==> config.mk <==
export PLATFORM = sky130hd
export DESIGN_NAME = blck_sched_cntrl
export DESIGN_NICKNAME = d
export VERILOG_FILES = /design/src/rtl/blck_sched_pkg.sv /design/src/rtl/blck_sched_cntrl_flag_core.sv /design/src/rtl/blck_sched_cntrl.sv
export SDC_FILE = /design/constraint.sdc
export NUM_CORES = 1
export LEC_CHECK = 0
export ABC_AREA = 1
export CORE_ASPECT_RATIO = 1.2
export CORE_MARGIN = 2
export CORE_UTILIZATION = 50
export DETAILED_ROUTE_END_ITERATION = 16
export GPL_ROUTABILITY_DRIVEN = 1
export GPL_TIMING_DRIVEN = 1
export PLACE_DENSITY = 0.78
export SLEW_MARGIN = 5
export SYNTH_ARGS = -nofsm -noshare
export SYNTH_HDL_FRONTEND = slang
export SYNTH_SLANG_ARGS = --single-unit
==> constraint.sdc <==
create_clock -name clk -period 2.2 [get_ports clk]
set_clock_uncertainty 0.2 [all_clocks]
set_input_delay 0.66 -clock clk [delete_from_list [all_inputs] [get_ports clk]]
set_output_delay 0.66 -clock clk [all_outputs]
set_load 0.01 [all_outputs]
==> src/rtl/blck_sched_pkg.sv <==
// rtl/blck_sched_pkg.sv - state and phase encodings for the block sequencing controller
package blck_sched_pkg;

  typedef enum logic [2:0] {
    ST_IDLE = 3'd0,
    ST_ARM  = 3'd1,
    ST_FILL = 3'd2,
    ST_PRIM = 3'd3,
    ST_TAG  = 3'd4,
    ST_FIN  = 3'd5
  } state_e;

  localparam logic [1:0] PH_AD   = 2'd0;
  localparam logic [1:0] PH_MSG  = 2'd1;
  localparam logic [1:0] PH_TAG  = 2'd2;
  localparam logic [1:0] PH_NONE = 2'd3;

endpackage

==> src/rtl/blck_sched_cntrl_flag_core.sv <==
// rtl/blck_sched_cntrl_flag_core.sv - set/clear flag holding the last-block indication
module flag_core (
  input  logic clk,
  input  logic rst,
  input  logic set_i,
  input  logic syn_unset_i,
  output logic flag_o
);

  logic flag_q;
  logic flag_d;

  // Clear wins over set so an abort or phase change never leaves a stale flag.
  always_comb begin
    flag_d = flag_q;
    if (syn_unset_i) begin
      flag_d = 1'b0;
    end else if (set_i) begin
      flag_d = 1'b1;
    end
  end

  // Flag register.
  always_ff @(posedge clk or negedge rst) begin
    if (!rst) begin
      flag_q <= 1'b0;
    end else begin
      flag_q <= flag_d;
    end
  end

  assign flag_o = flag_q;

endmodule

==> src/rtl/blck_sched_cntrl.sv <==
// rtl/blck_sched_cntrl.sv - AD/MSG/TAG block sequencer for builder and primitive; optional abort via SCHED_ABORT_EN
module blck_sched_cntrl
  import blck_sched_pkg::*;
#(
  parameter int CNT_W = 16
) (
  input  logic             clk,
  input  logic             rst,
  input  logic             start,
  input  logic             ad_empty,
  input  logic             msg_empty,
  output logic             bb_set_ready,
  input  logic             bb_ready,
  input  logic             bb_blck_rdy,
  input  logic             din_valid,
  input  logic             din_eot,
  output logic             prim_start,
  input  logic             prim_done,
  output logic [1:0]       phase,
  output logic             last_blck,
  output logic [CNT_W-1:0] blck_cnt,
  output logic             busy,
`ifdef SCHED_ABORT_EN
  input  logic             abort,
`endif
  output logic             done
);

  state_e           state_q, state_d;
  logic [1:0]       phase_q, phase_d;      // data phase (AD or MSG) while in ARM/FILL/PRIM
  logic             msg_empty_q, msg_empty_d;
  logic [CNT_W-1:0] cnt_q, cnt_d;
  logic             first_q, first_d;      // high on the entry cycle of PRIM/TAG
  logic             flag_set, flag_unset;
  logic             prim_ack;

  // A completion in the launch cycle belongs to no launch of ours, so it is masked.
  assign prim_ack = prim_done & ~first_q;

  // Next-state logic: phase walk AD -> MSG -> TAG with one launch per block.
  always_comb begin
    state_d     = state_q;
    phase_d     = phase_q;
    msg_empty_d = msg_empty_q;
    cnt_d       = cnt_q;
    first_d     = 1'b0;
    flag_set    = 1'b0;
    flag_unset  = 1'b0;
    case (state_q)
      ST_IDLE: begin
        if (start) begin
          msg_empty_d = msg_empty;
          cnt_d       = '0;
          flag_unset  = 1'b1;
          if (!ad_empty) begin
            phase_d = PH_AD;
            state_d = ST_ARM;
          end else if (!msg_empty) begin
            phase_d = PH_MSG;
            state_d = ST_ARM;
          end else begin
            state_d = ST_TAG;
            first_d = 1'b1;
          end
        end
      end
      ST_ARM: state_d = ST_FILL;
      ST_FILL: begin
        flag_set = bb_ready & din_valid & din_eot;
        if (bb_blck_rdy) begin
          state_d = ST_PRIM;
          first_d = 1'b1;
        end
      end
      ST_PRIM: begin
        if (prim_ack) begin
          cnt_d = (cnt_q == {CNT_W{1'b1}}) ? cnt_q : cnt_q + CNT_W'(1);
          if (!last_blck) begin
            state_d = ST_ARM;
          end else begin
            flag_unset = 1'b1;
            if (phase_q == PH_AD && !msg_empty_q) begin
              phase_d = PH_MSG;
              state_d = ST_ARM;
            end else begin
              state_d = ST_TAG;
              first_d = 1'b1;
            end
          end
        end
      end
      ST_TAG: begin
        if (prim_ack) begin
          state_d = ST_FIN;
        end
      end
      ST_FIN:  state_d = ST_IDLE;
      default: state_d = ST_IDLE;
    endcase
`ifdef SCHED_ABORT_EN
    if (abort) begin
      state_d    = ST_IDLE;
      phase_d    = phase_q;
      cnt_d      = cnt_q;
      first_d    = 1'b0;
      flag_set   = 1'b0;
      flag_unset = 1'b1;
    end
`endif
  end

  // Controller state registers.
  always_ff @(posedge clk or negedge rst) begin
    if (!rst) begin
      state_q     <= ST_IDLE;
      phase_q     <= PH_AD;
      msg_empty_q <= 1'b0;
      cnt_q       <= '0;
      first_q     <= 1'b0;
    end else begin
      state_q     <= state_d;
      phase_q     <= phase_d;
      msg_empty_q <= msg_empty_d;
      cnt_q       <= cnt_d;
      first_q     <= first_d;
    end
  end

  flag_core u_last_flag (
    .clk         (clk),
    .rst         (rst),
    .set_i       (flag_set),
    .syn_unset_i (flag_unset),
    .flag_o      (last_blck)
  );

  // Outputs are decoded from registered state only.
  always_comb begin
    phase = phase_q;
    case (state_q)
      ST_IDLE, ST_FIN: phase = PH_NONE;
      ST_TAG:          phase = PH_TAG;
      default:         phase = phase_q;
    endcase
  end

  assign bb_set_ready = (state_q == ST_ARM);
  assign prim_start   = first_q;
  assign done         = (state_q == ST_FIN);
  assign busy         = (state_q != ST_IDLE);
  assign blck_cnt     = cnt_q;

endmodule

---- Word-level counts from Yosys, hierarchy flattened ----
Cells that the tools add are included.
cells by class
  reduce and logical (&&, ||, !) cells .... 12
  eq/ne operators ......................... 14
  muxes and demuxes ....................... 36
  $add $sub $neg .......................... 1
  bitwise logic cells ..................... 4
operators by type and width
  operator                 number
  $mux W16                 3
  $pmux W16 S2             1
  $mux W3                  8
  $add A16 B1 Y16 const B  1
  $eq A16 B16 Y1 const B   1
  $pmux W3 S5              1
  $mux W1                  13
  $mux W2                  6
  $ne A2 B2 Y1 const B     6
  $pmux W2 S2              2
  $reduce_and A4 Y1        2
  $eq A3 B2 Y1 const B     2
  $eq A3 B3 Y1 const B     2
  $reduce_and A6 Y1        1
  $reduce_bool A2 Y1       2
  $and A1 B1 Y1            3
  $eq A3 B1 Y1 const B     1
  $logic_not A3 Y1         1
  $ne A3 B3 Y1 const B     1
  $pmux W1 S3              1
  $reduce_bool A3 Y1       1
  $logic_not A2 Y1         1
  $ne A2 B1 Y1 const B     1
  $pmux W1 S2              1
  5 further kinds          5
word-level totals
  bits of input ports ..................... 10
  word-level logic and storage cells ...... 73
  register bits after elaboration ......... 24
  output and inout port bits .............. 23

---- Longest topological paths before layout ----
  depth after elaboration ................. 6
  depth in mapped cells ................... 10
  depth with buffers taken out ............ 10

---- By module ----
A second synthesis with hierarchy kept.
second synthesis, totals
  cells, all modules ...................... 234
  area total of the unflattened synthesis .. 1,617.8 um2
modules (own cells, without submodules)
  module            area an instance (um2)  instances  cells each  seq. area each (um2)
  blck_sched_cntrl  1,585.3                 1          231         550.5
  flag_core         32.5                    1          3           25.0

---- Worst setup path after synthesis ----
No wires, ideal clock.
  kind .................................... register to output
  start point ............................. reg state_q[0]
  end point ............................... out phase[0]
  path slack .............................. 317 ps
  buffers on the path ..................... 0
  arrival time ............................ 1,023 ps
  stages on the path, launching flop included .. 6
  path through ............................ dfrtp_1 -> nor2_1 -> nand2_1 -> o21ai_0 -> inv_1 -> nand2_1
between the ends
  word-level cells in the longest chain between the ends .. 3
RTL lines
  element                                           line                     text
  from (decl)                                       blck_sched_cntrl.sv:29   state_e state_q, state_d;
  from (signal assigned)                            blck_sched_cntrl.sv:121  state_q <= state_d;
  $eq A3 B3 Y1 or $logic_not A3 Y1 (tied branches)  blck_sched_cntrl.sv:140  case (state_q)
  $reduce_or A2 Y1                                  blck_sched_cntrl.sv:140
  $pmux W2 S2 *                                     blck_sched_cntrl.sv:140
  to (decl)                                         blck_sched_cntrl.sv:19   output logic [1:0] phase,
Mark *: on every way between the ends. The rest lies on a longest branch, timed or not.

---- Worst setup path in the final report ----
  start point ............................. reg cnt_q[5], in the netlist blck_cnt[5]
  end point ............................... out blck_cnt[5]
RTL lines
  element                 line                     text
  from (decl)             blck_sched_cntrl.sv:32   logic [CNT_W-1:0] cnt_q, cnt_d;
  from (signal assigned)  blck_sched_cntrl.sv:124  cnt_q <= cnt_d;
  to (decl)               blck_sched_cntrl.sv:21   output logic [CNT_W-1:0] blck_cnt,
No word-level cell between the ends.

==> impl_results.md <==
- Status: finished clean
- Gr usage total: 0.232
- Synth Warn #: 0
- Max Fanout on Critical Path: 5
- Die area: about 3500 µm²
- Fmax: 468 MHz
- Mapped Cells: 219
- Cell Area, Synth: 1530 µm²
- Top-count cell post-synth: nand2_1
- Slew of the pin with the lowest slew margin: 0.425 ns
- Placed Cells incl. Taps: 300
- Worst EP arrival: 1.28 ns
- CORE AREA: 3000 µm²
- Hold Buf Count CTS: 0
- Critical path data required time: 1.34 ns
- Post-DRT Antenna Nets: 0
- H-tree lvl count: 1
- Primary FF master, synth: dfrtp_1
- Top cell family by delay on the critical path: buffers and inverters
- Gpl congestion: 0.821
- Wire per inst: 11.9 µm
- CTS tree: yes
- Hold Crit Class: flip-flop to flip-flop
- EDFF count, synth: 0
- Max_slew headroom: 0.716
- Row Count: 22
- Post-route clock period utilization: 0.971
- Initial Util: 0.510
- Commonest cells post-synth: nand2_1 (68), nor2_1 (26), dfrtp_1 (23), inv_1 (23), nand3_1 (20)
- Root Buffer: clkbuf_4
- Pleak: 0.00103 µW
- Layout area overhead: 40.6%
- Setup WS pre-CTS: -0.0764 ns
- Endpoints failing setup: 0
- Clk_lat worst skew: 0.31 ns
- Routed via count: 1625
- Initial antenna violation count: 0
- Global-route wire length before repair: 6160 µm
- IO Count: 33
- Area post-placement: 2000 µm²
- Synthesized flop and latch total: 23
- Number of global-route vias before repair: about 1500
- RSZ-0062 raised after global routing: true
- Nets: 297
- Port bufs: 32
- 1st-iter DRT viols: 48
- CTS Buf Count: 3
- TritonRoute pass-1 iters: 4
- Worst Setup SP: blck_cnt[5]$_DFFE_PN0P_
- Synth top area share: 0.376
- Kind of critical path: flip-flop to output port
- Cell Chain, Critical Path: clkdlybuf4s50_1
- Post-route insts no fill: around 320
- Post-synth net total: 230
- Clock transition at path regs: between 0.1 and 0.15 ns
- Fin worst setup slack: about 0.064 ns
- Post-route setup TNS: 0 ns
- PwrDens: 874 nW/µm²
- CP bufs+invs: 1
- Post-DP HPWL: 2760 µm
- Slew Limit Fails: 0
- Vias/cell: just over 5
- Die Y: 64.6 µm
- Post-synth top area cell: dfrtp_1
- Worst vdd ir: 755 µV
- Largest net degree at the start of global routing: 25
- Layout cells sized above 1: 0.263
- CP startpoint kind: flip-flop
- Design Area, Final: 2150 µm²
- Total wire length: approximately 3800 µm
- Asr flop ratio synth: 1.00
- DRC: 0
- # diodes: 0
- Final core occ: 0.717
- Post-Syn Area per Cell: 6.99 µm²
- Critical Path Sink Type: output port
- Reg2reg start: blck_cnt[0]$_DFFE_PN0P_
- Die W: 54.5 µm
- Yosys cell types: 29
- Clock Path Buffers: 2
- CP max-delay cell: clkdlybuf4s50_1
- Max cap viols: 0
- Crit-path max cell delay: between 0.5 and 0.6 ns
- Fin crit period: 2.14 ns
- Clock Sinks: 23
- Synth top area cells: dfrtp_1 (38%), nand2_1 (17%), nand3_1 (6.5%)
- Total congestion overflow: 0
- Fin. Hold Viols: 0
- Worst Hold Launch: msg_empty_q$_DFFE_PN0P_
- Seq/Total Area, Yosys: 0.376
==> cell type report <==
cell class              instances  area [µm²]
repair buffers                 65         558
well taps                      36        45.0
multi-input cells             166         832
flip-flops and latches         23         589
clock buffers                   4        26.3
inverters                      27         101
fillers                       272         848
==> repair_timing <==
item	in CTS	in global routing
pin swaps	1	1
resized for setup	27	8
hold endpoints to repair	0	0
setup endpoints to repair	14	17
setup buffers	2	15
==> logic make-up (layout without fill, tap and decap cells) <==
| group | count (synthesis) | after routing | synth area share |
|---|---|---|---|
| AOI/OAI and AO/OA | 31 | 31 | 0.119 |
| xor gates and xnor gates | 4 | 4 | 0.0229 |
| and+or+nand+nor | 130 | 130 | 0.387 |
| adders and majority gates | 1 | 1 | 0.00818 |
| buffers and inverters | 30 | 96 | 0.0867 |
| DFF | 23 | 23 | 0.376 |
==> worst paths after layout <==
kind	endpoint	slack [ns]	depth (start not counted)
hold reg to reg	msg_empty_q$_DFFE_PN0P_	0.31	2
setup reg to reg	blck_cnt[15]$_DFFE_PN0P_	0.25	12
min in group asynchronous	blck_cnt[13]$_DFFE_PN0P_	0.49	2
setup / recovery	blck_cnt[5]	0.06	1
hold / removal	msg_empty_q$_DFFE_PN0P_	0.31	2
max in group asynchronous	blck_cnt[9]$_DFFE_PN0P_	1.05	2
==> metrics by stage <==
stage	hold WS, ns	power, µW
4_1_cts	0.317	1850
3_3_place_gp	0.290	1680
3_5_place_dp	0.284	1700
5_1_grt	0.352	2040
2_1_floorplan	0.164	1210
6_report	0.313	1880
==> cells in the final DEF, fill, tap and decap left out, drive strengths merged <==
| cell | instances |
|---|---|
| a21o | 1 |
| a21oi | 3 |
| a31oi | 1 |
| buf | 37 |
| clkbuf | 5 |
| clkdlybuf4s50 | 26 |
| dfrtp | 23 |
| dlymetal6s2s | 1 |
| ha | 1 |
| inv | 27 |
| nand2 | 71 |
| nand3 | 22 |
| nand4 | 4 |
| nor2 | 31 |
| nor3 | 1 |
| o21ai | 24 |
| o221ai | 1 |
| o22ai | 1 |
| or2 | 1 |
| xnor2 | 2 |
| xor2 | 2 |
==> sequential cells by signal, summed over array words and instances (netlist names) <==
register and flops:
msg_empty_q 1, phase_q 1, state_q 3, u_last_flag.flag_o 1, prim_start 1, blck_cnt 16
==> power breakdown <==
group          switching (µW)  internal [µW]
registers                71.8            496
clock network             123           70.6
logic                     622            497
==> routing by layer <==
metal	GRT usage	vias up	wire length [µm]
met4	0.0563	0	15
li1	-	833	-
met1	0.279	753	1550
met2	0.420	37	2130
met5	0	-	0
met3	0.0300	2	117
Note: power is estimated with default switching activity, not from simulation.
